--- config.mk ---
export PLATFORM = sky130hd
export DESIGN_NAME = clap_sound_gen
export DESIGN_NICKNAME = d
export VERILOG_FILES = /design/src/rtl/clap_pkg.sv /design/src/rtl/clap_lfsr16.sv /design/src/rtl/clap_sound_gen.sv
export SDC_FILE = /design/constraint.sdc
export NUM_CORES = 1
export LEC_CHECK = 0
export ABC_CLOCK_PERIOD_IN_PS = 4400
export BUFFER_PORTS_ARGS = -buffer_cell sky130_fd_sc_hd__buf_4
export CORE_MARGIN = 2
export CORE_UTILIZATION = 55
export CTS_CLUSTER_SIZE = 30
export DETAILED_ROUTE_END_ITERATION = 12
export PLACE_DENSITY = 0.85
export SLEW_MARGIN = 20
export SYNTH_ARGS = -nofsm -noshare
export SYNTH_HDL_FRONTEND = slang
export SYNTH_SLANG_ARGS = --single-unit
export TNS_END_PERCENT = 20
--- constraint.sdc ---
create_clock -name M_CLK -period 4.4 [get_ports M_CLK]
set_clock_uncertainty 0.2 [all_clocks]
set_input_delay 0.66 -clock M_CLK [delete_from_list [all_inputs] [get_ports M_CLK]]
set_output_delay 0.66 -clock M_CLK [all_outputs]
set_load 0.02 [all_outputs]
--- src/rtl/clap_pkg.sv ---
// Shared constants and types for the clap sound generator.
package clap_pkg;

    // Offset-binary midpoint: the value that means silence.
    localparam logic [8:0] AMP_CENTER = 9'd256;

    // Noise carrier seed and feedback taps (x^16+x^14+x^13+x^11+1).
    // The register shifts toward bit 0, so the taps land on bits 0, 2, 3 and 5.
    localparam logic [15:0] LFSR_SEED = 16'hACE1;
    localparam logic [15:0] LFSR_TAPS = 16'h002D;

    typedef enum logic {
        IDLE   = 1'b0,
        ACTIVE = 1'b1
    } state_e;

endpackage

--- src/rtl/clap_lfsr16.sv ---
// 16-bit Fibonacci LFSR used as the noise carrier.
// It shifts toward bit 0 and feeds the tap parity back into bit 15.
module clap_lfsr16
    import clap_pkg::*;
(
    input  logic        M_CLK,
    input  logic        rst_n_i,
    input  logic        adv_i,
    output logic [15:0] state_o
);

    // Step the register once for every enabled cycle.
    always_ff @(posedge M_CLK) begin
        if (!rst_n_i) begin
            state_o <= LFSR_SEED;
        end else if (adv_i) begin
            state_o <= {^(state_o & LFSR_TAPS), state_o[15:1]};
        end
    end

endmodule

--- src/rtl/clap_sound_gen.sv ---
// Clap sound generator: turns a one-cycle trigger into a decaying burst of
// 9-bit offset-binary samples centred at 256.
// Build option: define CLAP_GEN_NOISE_EN for an LFSR noise carrier; without
// it the carrier is a square tone of TONE_HALF samples per half period.
//
// Handshake: trig_i is a plain level sampled on every edge (no ready);
// sample_stb_o is high for exactly the one cycle in which a new amplitude_o
// first appears, and busy_o stays high for the whole burst.
module clap_sound_gen
    import clap_pkg::*;
#(
    parameter int SAMPLE_DIV = 1000,
    parameter int AMP_INIT   = 64,
    parameter int DECAY_STEP = 200,
    parameter int TONE_HALF  = 50
) (
    input  logic       M_CLK,
    input  logic       rst_n_i,
    input  logic       trig_i,
    output logic [8:0] amplitude_o,
    output logic       sample_stb_o,
    output logic       busy_o
);

    localparam int PW = (SAMPLE_DIV > 1) ? $clog2(SAMPLE_DIV) : 1;
    localparam int DW = (DECAY_STEP > 1) ? $clog2(DECAY_STEP) : 1;
    localparam logic [PW-1:0] PHASE_LAST = PW'(SAMPLE_DIV - 1);
    localparam logic [DW-1:0] DECAY_LAST = DW'(DECAY_STEP - 1);
    localparam logic [6:0]    ENV_INIT   = 7'(AMP_INIT);

    state_e        state_q;
    state_e        state_d;
    logic [PW-1:0] phase_q;
    logic [DW-1:0] decay_q;
    logic [6:0]    env_q;
    logic [6:0]    env_dec;
    logic          sign_q;     // 1 = negative half of the swing
    logic          sign_next;  // carrier sign for the next emitted sample
    logic          phase_wrap;
    logic          decay_wrap;
    logic          burst_end;
    logic          sample_adv;
    logic [8:0]    amp_d;
    logic          stb_d;

    // A sample slot closes when the phase counter reaches its last value.
    assign phase_wrap = (state_q == ACTIVE) && (phase_q == PHASE_LAST);
    assign decay_wrap = (decay_q == DECAY_LAST);
    assign env_dec    = decay_wrap ? (env_q - 7'd1) : env_q;
    // A retrigger always wins over the final decrement.
    assign burst_end  = phase_wrap && decay_wrap && (env_q == 7'd1) && !trig_i;
    // Carrier advances only for emitted samples after the first.
    assign sample_adv = phase_wrap && !trig_i && !burst_end;

`ifdef CLAP_GEN_NOISE_EN
    logic [15:0] lfsr_q;
    logic        unused_lfsr_bits;

    clap_lfsr16 u_lfsr (
        .M_CLK   (M_CLK),
        .rst_n_i (rst_n_i),
        .adv_i   (sample_adv),
        .state_o (lfsr_q)
    );

    // After a shift toward bit 0 the new bit 0 is the current bit 1.
    assign sign_next        = lfsr_q[1];
    assign unused_lfsr_bits = ^{lfsr_q[15:2], lfsr_q[0]};
`else
    localparam int TW = (TONE_HALF > 1) ? $clog2(TONE_HALF) : 1;
    localparam logic [TW-1:0] TONE_LAST = TW'(TONE_HALF - 1);

    logic [TW-1:0] tone_q;
    logic          tone_wrap;

    assign tone_wrap = (tone_q == TONE_LAST);
    assign sign_next = tone_wrap ? ~sign_q : sign_q;

    // Count samples within the current tone half period.
    always_ff @(posedge M_CLK) begin
        if (!rst_n_i || trig_i || burst_end) begin
            tone_q <= '0;
        end else if (sample_adv) begin
            tone_q <= tone_wrap ? '0 : tone_q + 1'b1;
        end
    end
`endif

    // FSM state register.
    always_ff @(posedge M_CLK) begin
        if (!rst_n_i) state_q <= IDLE;
        else          state_q <= state_d;
    end

    // FSM next state: a trigger always (re)starts, the last decrement stops.
    always_comb begin
        state_d = state_q;
        case (state_q)
            IDLE:    if (trig_i)    state_d = ACTIVE;
            ACTIVE:  if (burst_end) state_d = IDLE;
            default: state_d = IDLE;
        endcase
    end

    // Next output values; registered below so trig_i never reaches a pin.
    always_comb begin
        amp_d = amplitude_o;
        stb_d = 1'b0;
        if (trig_i) begin
            amp_d = AMP_CENTER + {2'b00, ENV_INIT};
            stb_d = 1'b1;
        end else if (burst_end) begin
            amp_d = AMP_CENTER;
        end else if (sample_adv) begin
            amp_d = sign_next ? (AMP_CENTER - {2'b00, env_dec})
                              : (AMP_CENTER + {2'b00, env_dec});
            stb_d = 1'b1;
        end
    end

    // Phase, decay, envelope and sign bookkeeping.
    always_ff @(posedge M_CLK) begin
        if (!rst_n_i) begin
            phase_q <= '0;
            decay_q <= '0;
            env_q   <= '0;
            sign_q  <= 1'b0;
        end else if (trig_i) begin
            phase_q <= '0;
            decay_q <= '0;
            env_q   <= ENV_INIT;
            sign_q  <= 1'b0;
        end else if (phase_wrap) begin
            phase_q <= '0;
            decay_q <= decay_wrap ? '0 : decay_q + 1'b1;
            env_q   <= env_dec;
            sign_q  <= burst_end ? 1'b0 : sign_next;
        end else if (state_q == ACTIVE) begin
            phase_q <= phase_q + 1'b1;
        end
    end

    // Output registers.
    always_ff @(posedge M_CLK) begin
        if (!rst_n_i) begin
            amplitude_o  <= AMP_CENTER;
            sample_stb_o <= 1'b0;
            busy_o       <= 1'b0;
        end else begin
            amplitude_o  <= amp_d;
            sample_stb_o <= stb_d;
            busy_o       <= (state_d == ACTIVE);
        end
    end

endmodule

# [Word-level counts from Yosys, hierarchy flattened]
# Index checks and enable logic that the tools add are counted.
[totals] output_inout_bits=11 inputBits=3 elab_cells=56 regBits=43
[classes] eq_ne=4 n_addsub=6 reduce_logical=16 muxes=17 n_bitwise=3
[ops] operator="$mux 7" n=6
[ops] operator="$add 10x1->10 const B" n=1
[ops] operator="$eq 10x10->1 const B" n=1
[ops] operator="$add 9x7->9 const A" n=1
[ops] operator="$mux 9" n=1
[ops] operator="$sub 9x7->9 const A" n=1
[ops] operator="$add 8x1->8 const B" n=1
[ops] operator="$eq 8x8->1 const B" n=1
[ops] operator="$mux 8" n=1
[ops] operator="$eq 7x1->1 const B" n=1
[ops] operator="$mux 1" n=7
[ops] operator="$sub 7x1->7 const B" n=1
[ops] operator="$add 6x1->6 const B" n=1
[ops] operator="$eq 6x6->1 const B" n=1
[ops] operator="$logic_and 1x1->1" n=6
[ops] operator="$mux 6" n=1
[ops] operator="$reduce_or 3->1" n=2
[ops] operator="$logic_not 1->1" n=3
[ops] operator="$not 1->1" n=3
[ops] operator="$reduce_bool 3->1" n=1
[ops] operator="$logic_or 1x1->1" n=2
[ops] operator="$pmux 1 s2" n=1
[ops] operator="$reduce_bool 2->1" n=1
[ops] operator="$reduce_or 2->1" n=1

# [Depth between registers and ports, before layout]
# Gate-level depths: netlist (run 1).
[logic_depth] ltp_word=10 mapped_depth=11 depth_no_buf=11

# [Worst setup path before layout (run 1)]
# Ideal clock, no wire load.
[synth_timing] kind="flip-flop to flip-flop" start="register decay_q[0]" end="register amplitude_o[7]" arrival_ps=2014 t_required_ps=4072 path_stages_with_launch=8 period_less_slack_ps=2342 n_path_buf=0 setup_slack_ps=2058 setup_time_ps=128 cell_sequence="dfxtp_1 > ha_1 > nand4bb_1 > or4b_4 > xnor2_4 > nor4_1 > a2bb2oi_1 > nor2_1"
[synth_between] elab_chain_cells=6 word_cells_on_any_way=11 classes_between="add/sub (2); eq/ne (1); mux (2); reduce/logical (6)"
[synth_rtl] element="start, declared" line_no="clap_sound_gen.sv:34" source="logic [DW-1:0] decay_q;"
[synth_rtl] element="start signal, assigned" line_no="clap_sound_gen.sv:135" source="decay_q <= decay_wrap ? '0 : decay_q + 1'b1;"
[synth_rtl] element="$eq 8x8->1 (*)" line_no="clap_sound_gen.sv:48" source="assign decay_wrap = (decay_q == DECAY_LAST);"
[synth_rtl] element="parallel branches: the longest is 5 deep, another holds $add 9x7->9"
[synth_rtl] element="end signal, assigned" line_no="clap_sound_gen.sv:150" source="amplitude_o <= amp_d;"
[synth_rtl] element="end, declared" line_no="clap_sound_gen.sv:20" source="output logic [8:0] amplitude_o,"
# Every way passes the cells marked *.
# A chain may end at the register's enable or synchronous reset.

# [Final worst setup path (run 1)]
[layout_timing] start="register decay_q[0]" end="register amplitude_o[4]"
# Same word-level chain as after synthesis.

==> results.md, run 1 <==
* Antenna violations before repair at 0
* Fillers at 352
* Area leader, netlist: dfxtp_1
* CTS resizes at 0
* PortBufs at 13
* Vias at 1903
* Max-slew violations at 0
* Grt ovf at 0
* Diodes inserted at 0
* Final Net Count at 290
* Mapped Area at 2310 µm²
* Largest net degree at the start of global routing at 18
* Clock Tree Buf Depth at 2
* WS Path Type: register to register
* Unrepaired setup endpoints after global routing: no
* Vias in the first global route at 1717
* CTS root buffer: clkbuf_8
* First-pass DRT Iterations at 4
* Die area at 4740 µm²
* Final HPWL from detailed placement at 3.41 mm
* Storage element area at 861 µm²
* Type of origin of the critical path: register
* Multi-input logic area at 1380 µm²
* EDFF count, synth at 0
* Site row count at 23
* CP Capture Type: register
* Metal3 WL at 210 µm
* Synth warn at 0
* Worst Max-Slew Pin Slew at 0.621 ns
* Share of cells above drive strength 1 at 10.4%
* Tot GR Track Use at 21.0%
* Detail Route Antenna Nets at 0
* CTS tree: yes
* Uppermost layer routed: met4
* Fin util at 62.5%
* Total CTS buffers at 5
* Final Setup Violations at 0
* Top cells by area, synth: dfxtp_1 37%, nor2_1 7.3%, xnor2_1 6.4%
* Residual DRC count at 0
* Status: finished, final reports clean
* CTS clk-pin slew, worst paths at 0.08 ns
* Die Height at 68.8 µm
* Number of max-cap violations at 0
* Required @ worst endpoint at 4.36 ns
* Fmax at 365 MHz
* Wire per inst at 14.3 µm
* Setup TNS at 0 ns
* Clock sink count at 43
* DRT Wirelength at 4.73 mm
* Synth async-reset ratio at 0%
* Syn-to-layout area delta at 8.88%
* CP max FO at 6
* Synth Register Bits at 43
* CORE AREA at 4030 µm²
* Worst vdd ir at 0.000136 V
* Synth unique cells at 50
* Top cell type's share of synthesized area at 37.2%
* 1st-iter DRT viols at 139
* Leak pwr at 0.858 nW
* WP data arrival at 2.70 ns
* Syn_area_per_cell at 8.56 µm²
* Synth Net Count at 280
* H-tree depth at 2
* Min Tclk post-route at 2.74 ns
* Hold WC Path Type: register to register
* Fin Hold WS at 0.257 ns
* Clock Latency Late Sink at 0.29 ns
* Post-synth top flop: dfxtp_1
* Initial core utilization at 57.4%
* Register area share after synthesis at 37.2%
* Final Hold Vio Count at 0
* Global-route wire length before repair at 7.61 mm
* Final Cycle Share at 62.2%
* Non-filler cells in the finished layout at 330
* CTS Hold Bufs at 0
* WL met1 at 2.18 mm
* PD cells at 283 nW/µm²
* Slew headroom at 58.6%
* Vias per std cell at 5.77
* Gpl congestion at 0.849
* Die Width at 68.8 µm
* # IOs at 14
* Inst Count DP at 323
* WL met2 at 2.31 mm
* Syn Inst Count at 270
* Total setup buffers inserted after CTS at 0
[layout by cell type, fill, tap and decap left out, types with 9 or more instances in the layout]
master	netlist	layout
a21oi_1	12	12
xnor2_1	17	17
nand3_1	13	13
nand4_1	9	9
dfxtp_1	43	43
nand2_1	21	21
xor2_1	17	17
nor2_1	45	45
buf_4	0	13
[sequential cells by signal, indices dropped and copies added, names as in the netlist]
register / flops
phase_q: 10
env_q: 7
tone_q: 6
sign_q: 1
decay_q: 8
busy_o: 1
sample_stb_o: 1
amplitude_o: 9
[stage by stage]
stage / cell area (µm²) / setup slack [ns] / power (W)
2_1_floorplan: 2310 / 2.06 / 0.000419
4_1_cts: 2520 / 1.72 / 0.000717
6_report: 2520 / 1.66 / 0.000711
3_5_place_dp: 2410 / 1.74 / 0.000427
5_1_grt: 2520 / 1.46 / 0.000735
3_3_place_gp: 2410 / 1.87 / 0.000427
[worst max-delay path, cell delays in order, from the launching register on]
cell and delay [ns]:
dfxtp_1 0.37, ha_1 0.25, nand4bb_1 0.30, nor2_1 0.33, xnor2_1 0.13, ha_1 0.29
nand2b_1 0.10, a21oi_1 0.04, a211oi_1 0.29, mux2i_1 0.23, a21oi_1 0.08
[final cells by class]
type	instances	share of cell area, %
sequential	43	34.2
tap	50	2.49
clock inverter	1	1.19
inverter	4	0.597
multi-input combinational	213	54.7
clock buffer	6	2.88
timing repair buffer	13	3.88
[layer usage]
layer  track usage, %  vias to the layer above
met3             3.90                        4
met2             35.7                       45
met4             7.84                        0
li1                 -                      958
met1             26.5                      896
met5                0                        -
[Yosys cell counts, types with 2 or more instances]
cell type	instances
a211oi_1	5
a21boi_0	2
a21oi_1	12
a22oi_1	3
and3_1	4
buf_2	4
buf_6	2
clkbuf_1	4
dfxtp_1	43
ha_1	7
inv_1	4
mux2i_1	3
nand2_1	21
nand2b_1	2
nand3_1	13
nand3b_1	2
nand4_1	9
nand4bb_1	3
nor2_1	45
nor2b_1	3
nor3_1	7
nor4_1	5
o21a_1	2
o21ai_0	5
or3_1	3
xnor2_1	17
xor2_1	17
[where the power goes]
group          total (W)  internal, W  switching, W
Sequential      0.000395     0.000392    0.00000332
Clock           0.000293     0.000166      0.000127
Combinational  0.0000230   0.00000845     0.0000146
[kinds of logic (layout without fill, tap and decap cells)]
| group | count (synthesis) | in the layout | share of synthesized area [%] |
|---|---|---|---|
| buf+inv | 14 | 24 | 3.14 |
| mux | 3 | 3 | 1.30 |
| xor+xnor | 35 | 35 | 14.1 |
| flops | 43 | 43 | 37.2 |
| simple gates | 130 | 130 | 29.6 |
| fa+ha+maj | 7 | 7 | 3.79 |
| compound gates | 38 | 38 | 10.9 |
[final timing paths]
check | startpoint | to | slack (ns) | cells past startpoint
setup / recovery | decay_q[0] | amplitude_o[4] | 1.66 | 10
hold reg to reg | amplitude_o[3] | amplitude_o[3] | 0.26 | 2
hold / removal | amplitude_o[3] | amplitude_o[3] | 0.26 | 2
setup reg to reg | decay_q[0] | amplitude_o[4] | 1.66 | 10
Note: power is estimated with default switching activity, not from simulation.
==> run 2, diff against run 1 <==
--- a/config.mk
+++ b/config.mk
@@ -5,7 +5,7 @@
 export SDC_FILE = /design/constraint.sdc
 export NUM_CORES = 1
 export LEC_CHECK = 0
-export ABC_CLOCK_PERIOD_IN_PS = 4400
+export ABC_CLOCK_PERIOD_IN_PS = 2800
 export BUFFER_PORTS_ARGS = -buffer_cell sky130_fd_sc_hd__buf_4
 export CORE_MARGIN = 2
 export CORE_UTILIZATION = 55
==> constraint.sdc (replaced) <==
create_clock -name M_CLK -period 2.8 [get_ports M_CLK]
set_clock_uncertainty 0.2 [all_clocks]
set_input_delay 0.42 -clock M_CLK [delete_from_list [all_inputs] [get_ports M_CLK]]
set_output_delay 0.42 -clock M_CLK [all_outputs]
set_load 0.02 [all_outputs]
==> run 2 against run 1 <==
Via count increased by 1.0%. Critical path depth unchanged. Sequential share of layout area decreased by 0.80 points. Sequential power increased by 57%. Largest cell class unchanged.
==> results.md, run 2 (same netlist as run 1, synthesis figures left out) <==
* Largest net degree at the start of global routing at 18 (unchanged)
* Antenna violations before repair at 0 (unchanged)
* Min Tclk post-route at 2.66 ns (was 2.74 ns)
* Initial core utilization at 57.4% (unchanged)
* Final Net Count at 294 (was 290)
* Syn-to-layout area delta at 11.5% (was 8.88%)
* Die Height at 68.8 µm (unchanged)
* Slew headroom at 59.5% (was 58.6%)
* PD cells at 476 nW/µm² (was 283 nW/µm²)
* Fin Hold WS at 0.145 ns (was 0.257 ns)
* Diodes inserted at 0 (unchanged)
* Unrepaired setup endpoints after global routing: no (unchanged)
* Total setup buffers inserted after CTS at 0 (unchanged)
* Uppermost layer routed: met4 (unchanged)
* Multi-input logic area at 1380 µm² (unchanged)
* WP data arrival at 2.64 ns (was 2.70 ns)
* Share of cells above drive strength 1 at 11.9% (was 10.4%)
* WS Path Type: register to register (unchanged)
* Gpl congestion at 0.910 (was 0.849)
* Detail Route Antenna Nets at 0 (unchanged)
* Status: finished, final reports clean (unchanged)
* Max-slew violations at 0 (unchanged)
* Clock sink count at 43 (unchanged)
* CTS resizes at 0 (unchanged)
* Metal3 WL at 209 µm (was 210 µm)
* Die Width at 68.8 µm (unchanged)
* CTS Hold Bufs at 0 (unchanged)
* Type of origin of the critical path: register (unchanged)
* PortBufs at 13 (unchanged)
* Hold WC Path Type: primary input to register (was register to register)
* Total CTS buffers at 5 (unchanged)
* Residual DRC count at 0 (unchanged)
* Clock Latency Late Sink at 0.30 ns (was 0.29 ns)
* Site row count at 23 (unchanged)
* Number of max-cap violations at 0 (unchanged)
* Vias per std cell at 5.74 (was 5.77)
* CP max FO at 6 (unchanged)
* Worst Max-Slew Pin Slew at 0.608 ns (was 0.621 ns)
* Inst Count DP at 327 (was 323)
* Clock Tree Buf Depth at 2 (unchanged)
* Reg with most FFs: phase_q (unchanged)
* Most frequent cells in the layout: 45 x nor2_1, 43 x dfxtp_1, 21 x nand2_1 (unchanged)
* Vias at 1922 (was 1903)
* Non-filler cells in the finished layout at 335 (was 330)
* Required @ worst endpoint at 2.78 ns (was 4.36 ns)
* Vias in the first global route at 1721 (was 1717)
* Final Hold Vio Count at 0 (unchanged)
* Fin area at 2580 µm² (was 2520 µm²)
* Die area at 4740 µm² (unchanged)
* Final Cycle Share at 95.0% (was 62.2%)
* Final HPWL from detailed placement at 3.49 mm (was 3.41 mm)
* First-pass DRT Iterations at 4 (unchanged)
* Leading cell type in the layout, fill and taps excluded: nor2_1 (unchanged)
* # IOs at 14 (unchanged)
* Storage element area at 861 µm² (unchanged)
* DRT Wirelength at 4.87 mm (was 4.73 mm)
* 1st-iter DRT viols at 131 (was 139)
* Fmax at 376 MHz (was 365 MHz)
* Top flop regs: phase_q: 10 flops, amplitude_o: 9 flops, decay_q: 8 flops (unchanged)
* Final Setup Violations at 0 (unchanged)
* Fillers at 336 (was 352)
* WL met2 at 2.40 mm (was 2.31 mm)
* WL met1 at 2.20 mm (was 2.18 mm)
* CORE AREA at 4030 µm² (unchanged)
* CTS clk-pin slew, worst paths at 0.08 ns (about the same)
* CP Capture Type: register (unchanged)
* Global-route wire length before repair at 7.68 mm (was 7.61 mm)
* Tot GR Track Use at 21.9% (was 21.0%)
* CTS tree: yes (unchanged)
* CTS root buffer: clkbuf_8 (unchanged)
* Leak pwr at 0.891 nW (was 0.858 nW)
* Worst vdd ir at 0.000225 V (was 0.000136 V)
* Grt ovf at 0 (unchanged)
* Max reg flops at 10 (unchanged)
* Area after DPL at 2440 µm² (was 2410 µm²)
* Setup TNS at 0 ns (unchanged)
* H-tree depth at 2 (unchanged)
* Wire per inst at 14.5 µm (was 14.3 µm)
run 2: cell count changes in the layout (fill, tap and decap cells not counted):
cell and delta:
bufinv_16 +1, buf_4 +4
run 2: critical path: stages, from the launching register on:
cell	delay, ns
dfxtp_1	0.38
ha_1	0.26
nand4bb_1	0.26
nor2_1	0.31
xnor2_1	0.14
ha_1	0.29
nand2b_1	0.10
a21oi_1	0.05
a211oi_1	0.27
mux2i_1	0.22
a21oi_1	0.08
run 2: per-layer routing:
metal	GRT usage, %	vias to the layer above
met3	4.38	6
met1	26.2	901
li1	-	971
met5	0	-
met4	8.33	0
met2	38.3	44
run 2: final timing paths:
check	startpoint	end	slack [ns]	depth (start not counted)
worst max-delay path	decay_q[0]	amplitude_o[4]	0.14	10
worst min-delay path	trig_i	sample_stb_o	0.15	2
worst min register to register	amplitude_o[3]	amplitude_o[3]	0.25	2
worst max register to register	decay_q[0]	amplitude_o[4]	0.14	10
run 2: power by group:
group / internal (W) / total, W / switching [W]
sequential: 0.000616 / 0.000620 / 0.00000392
combinational: 0.0000154 / 0.0000407 / 0.0000252
clock: 0.000356 / 0.000566 / 0.000210
total: 0.000987 / 0.00123 / 0.000239
run 2: layout make-up:
cell class	instances	share of cell area [%]
multi-input combinational	213	53.5
sequential	43	33.4
timing repair buffer	17	4.95
clock buffer	6	2.82
tap	50	2.43
clock inverter	2	2.33
inverter	4	0.583
run 2: stage by stage:
stage / power (W) / setup slack, ns / utilization [%]
6_report: 0.00123 / 0.140 / 63.9
5_1_grt: 0.00126 / 0.00565 / 63.9
4_1_cts: 0.00123 / 0.186 / 63.9
3_5_place_dp: 0.000675 / 0.217 / 60.7
3_3_place_gp: 0.000673 / 0.328 / 60.7
2_1_floorplan: 0.000658 / 0.458 / -
==> run 3, diff against run 2 <==
--- a/config.mk
+++ b/config.mk
@@ -8,10 +8,11 @@
 export ABC_CLOCK_PERIOD_IN_PS = 2800
 export BUFFER_PORTS_ARGS = -buffer_cell sky130_fd_sc_hd__buf_4
 export CORE_MARGIN = 2
-export CORE_UTILIZATION = 55
+export CORE_UTILIZATION = 40
 export CTS_CLUSTER_SIZE = 30
 export DETAILED_ROUTE_END_ITERATION = 12
-export PLACE_DENSITY = 0.85
+export PLACE_DENSITY = 0.68
+export RECOVER_POWER = 25
 export SLEW_MARGIN = 20
 export SYNTH_ARGS = -nofsm -noshare
 export SYNTH_HDL_FRONTEND = slang
==> run 3 against run 2 <==
Sequential power is essentially flat. Via count shrank 2.5%. Global-route usage shrank 5.8 points. Worst setup slack gained 0.063 ns. Cell area shrank 0.73%. Clock power shrank 12%. Critical endpoint unchanged. Largest cell class unchanged.
==> results.md, run 3 (same netlist as run 1, synthesis figures left out) <==
* Required @ worst endpoint at 2.79 ns (was 2.78 ns)
* Clock share of power at 43.1% (was 46.2%)
* CP Capture Type: register (unchanged)
* Total chip power at 0.00116 W (was 0.00123 W)
* Final Net Count at 295 (was 294)
* Diodes inserted at 0 (unchanged)
* Clock Tree Buf Depth at 2 (unchanged)
* CP max FO at 6 (unchanged)
* Leak pwr at 0.847 nW (was 0.891 nW)
* Largest net degree at the start of global routing at 17 (was 18)
* Min Tclk post-route at 2.60 ns (was 2.66 ns)
* # IOs at 14 (unchanged)
* Cell chain of the critical path: ha_1 -> nand4bb_1 -> nor2_2 -> xnor2_1 -> ha_1 -> nand2b_1 -> a21oi_1 -> a211oi_1 -> mux2i_1 -> a21oi_1 (was ha_1 -> nand4bb_1 -> nor2_1 -> xnor2_1 -> ha_1 -> nand2b_1 -> a21oi_1 -> a211oi_1 -> mux2i_1 -> a21oi_1)
* Leading cell type in the layout, fill and taps excluded: nor2_1 (unchanged)
* Seq pwr share at 53.6% (was 50.5%)
* Total CTS buffers at 5 (unchanged)
* Setup TNS at 0 ns (unchanged)
* Switching Share at 20.7% (was 19.5%)
* Hold path cells at 2 (unchanged)
* 1st-iter DRT viols at 121 (was 131)
* Total setup buffers inserted after CTS at 0 (unchanged)
* Die area at 6400 µm² (was 4740 µm²)
* CTS root buffer: clkbuf_8 (unchanged)
* Final Hold Vio Count at 0 (unchanged)
* Hold WC Path Type: primary input to register (unchanged)
* Number of max-cap violations at 0 (unchanged)
* H-tree depth at 2 (unchanged)
* Global-route wire length before repair at 8.15 mm (was 7.68 mm)
* PD cells at 452 nW/µm² (was 476 nW/µm²)
* Clock Latency Late Sink at 0.29 ns (was 0.30 ns)
* Power Internal at 0.000917 W (was 0.000987 W)
* CTS Hold Bufs at 0 (unchanged)
* Worst vdd ir at 0.000234 V (was 0.000225 V)
* Storage element area at 861 µm² (unchanged)
* CTS tree: yes (unchanged)
* Most frequent cells in the layout: 44 x nor2_1, 43 x dfxtp_1, 21 x nand2_1 (was 45 x nor2_1, 43 x dfxtp_1, 21 x nand2_1)
* Type of origin of the critical path: register (unchanged)
* CP Buf/Inv Count at 0 (unchanged)
* DRT Wirelength at 4.73 mm (was 4.87 mm)
* Share of cells above drive strength 1 at 9.09% (was 11.9%)
* Detail Route Antenna Nets at 0 (unchanged)
* Vias in the first global route at 1783 (was 1721)
* Sw power at 0.000239 W (about the same)
* CTS clk-pin slew, worst paths at 0.08 ns (about the same)
* Status: finished, final reports clean (unchanged)
* Antenna violations before repair at 0 (unchanged)
* Clock sink count at 43 (unchanged)
* Site row count at 27 (was 23)
* WP data arrival at 2.59 ns (was 2.64 ns)
* Cell family with most CP delay: simple AND/OR/NAND/NOR gates (unchanged)
* Final HPWL from detailed placement at 3.50 mm (was 3.49 mm)
* Max-slew violations at 0 (unchanged)
* Stages on the worst setup path at 10 (unchanged)
* Multi-input logic area at 1380 µm² (about the same)
* Gpl congestion at 0.927 (was 0.910)
* Top flop regs: phase_q: 10 flops, amplitude_o: 9 flops, decay_q: 8 flops (unchanged)
* First-pass DRT Iterations at 4 (unchanged)
* Grt ovf at 0 (unchanged)
* WS Path Type: register to register (unchanged)
* Worst Max-Slew Pin Slew at 0.675 ns (was 0.608 ns)
* Vias per std cell at 5.23 (was 5.74)
* Syn-to-layout area delta at 10.7% (was 11.5%)
* Slew headroom at 54.9% (was 59.5%)
* Max incr delay on CP at 0.38 ns (about the same)
* Fmax at 385 MHz (was 376 MHz)
* Unrepaired setup endpoints after global routing: no (unchanged)
* Die Width at 80.0 µm (was 68.8 µm)
* Reg with most FFs: phase_q (unchanged)
* Reg2reg path depth at 10 (unchanged)
* Gate power share at 3.3% (about the same)
* Fillers at 550 (was 336)
* Fin Hold WS at 0.161 ns (was 0.145 ns)
* Tot GR Track Use at 16.1% (was 21.9%)
* CP max-delay cell: dfxtp_1 (unchanged)
* CTS resizes at 0 (unchanged)
* Wire per inst at 13.2 µm (was 14.5 µm)
* Initial core utilization at 41.7% (was 57.4%)
* CORE AREA at 5540 µm² (was 4030 µm²)
* Max reg flops at 10 (unchanged)
* Die Height at 80.0 µm (was 68.8 µm)
* PortBufs at 13 (unchanged)
* Residual DRC count at 0 (unchanged)
* Final Setup Violations at 0 (unchanged)
* Final Cycle Share at 92.7% (was 95.0%)
* Vias at 1873 (was 1922)
[run 3: worst paths after layout]
path               endpoint  slack [ns]            from
min            sample_stb_o        0.16          trig_i
max          amplitude_o[4]        0.20      decay_q[0]
min reg2reg  amplitude_o[4]        0.25  amplitude_o[4]
max reg2reg  amplitude_o[4]        0.20      decay_q[0]
[run 3: area by class of cell]
cell class,instances,share of cell area [%]
Multi-Input combinational cell,213,54.0
Sequential cell,43,33.7
Timing Repair Buffer,18,3.67
Tap cell,72,3.52
Clock buffer,6,3.23
Clock inverter,2,1.37
Inverter,4,0.587
[run 3: power groups by stage]
stage                     Combinational (W)  Clock [W]  Sequential [W]
after floorplan                   0.0000214          0        0.000636
after global placement            0.0000402          0        0.000634
after detailed placement          0.0000409          0        0.000634
after CTS                         0.0000410   0.000516        0.000620
after global routing              0.0000423   0.000545        0.000620
final                             0.0000385   0.000499        0.000620
[run 3: per-layer routing]
layer	wire length [µm]	global-route usage, %	share of wire, %	vias up
met5	0	0	0	-
met4	77	5.93	1.6	0
met3	152	3.17	3.2	10
met2	2160	25.7	46	28
met1	2330	21.3	49	859
li1	-	-	-	976
[run 3: worst register-to-register path, delay by kind of cell, from the launching register on]
kind / cells / cell delay [ns]
xor+xnor: 1 / 0.12
flops: 1 / 0.38
simple gates: 3 / 0.66
fa+ha+maj: 2 / 0.53
compound gates: 3 / 0.40
mux: 1 / 0.22
[run 3: through the flow]
stage	setup slack, ns	instance area [µm²]	instances	util, %
2_1_floorplan	0.458	2310	270	-
3_3_place_gp	0.304	2480	350	44.7
3_5_place_dp	0.193	2480	350	44.7
4_1_cts	0.162	2600	358	46.9
5_1_grt	0.00953	2560	358	46.2
6_report	0.203	2560	358	46.2
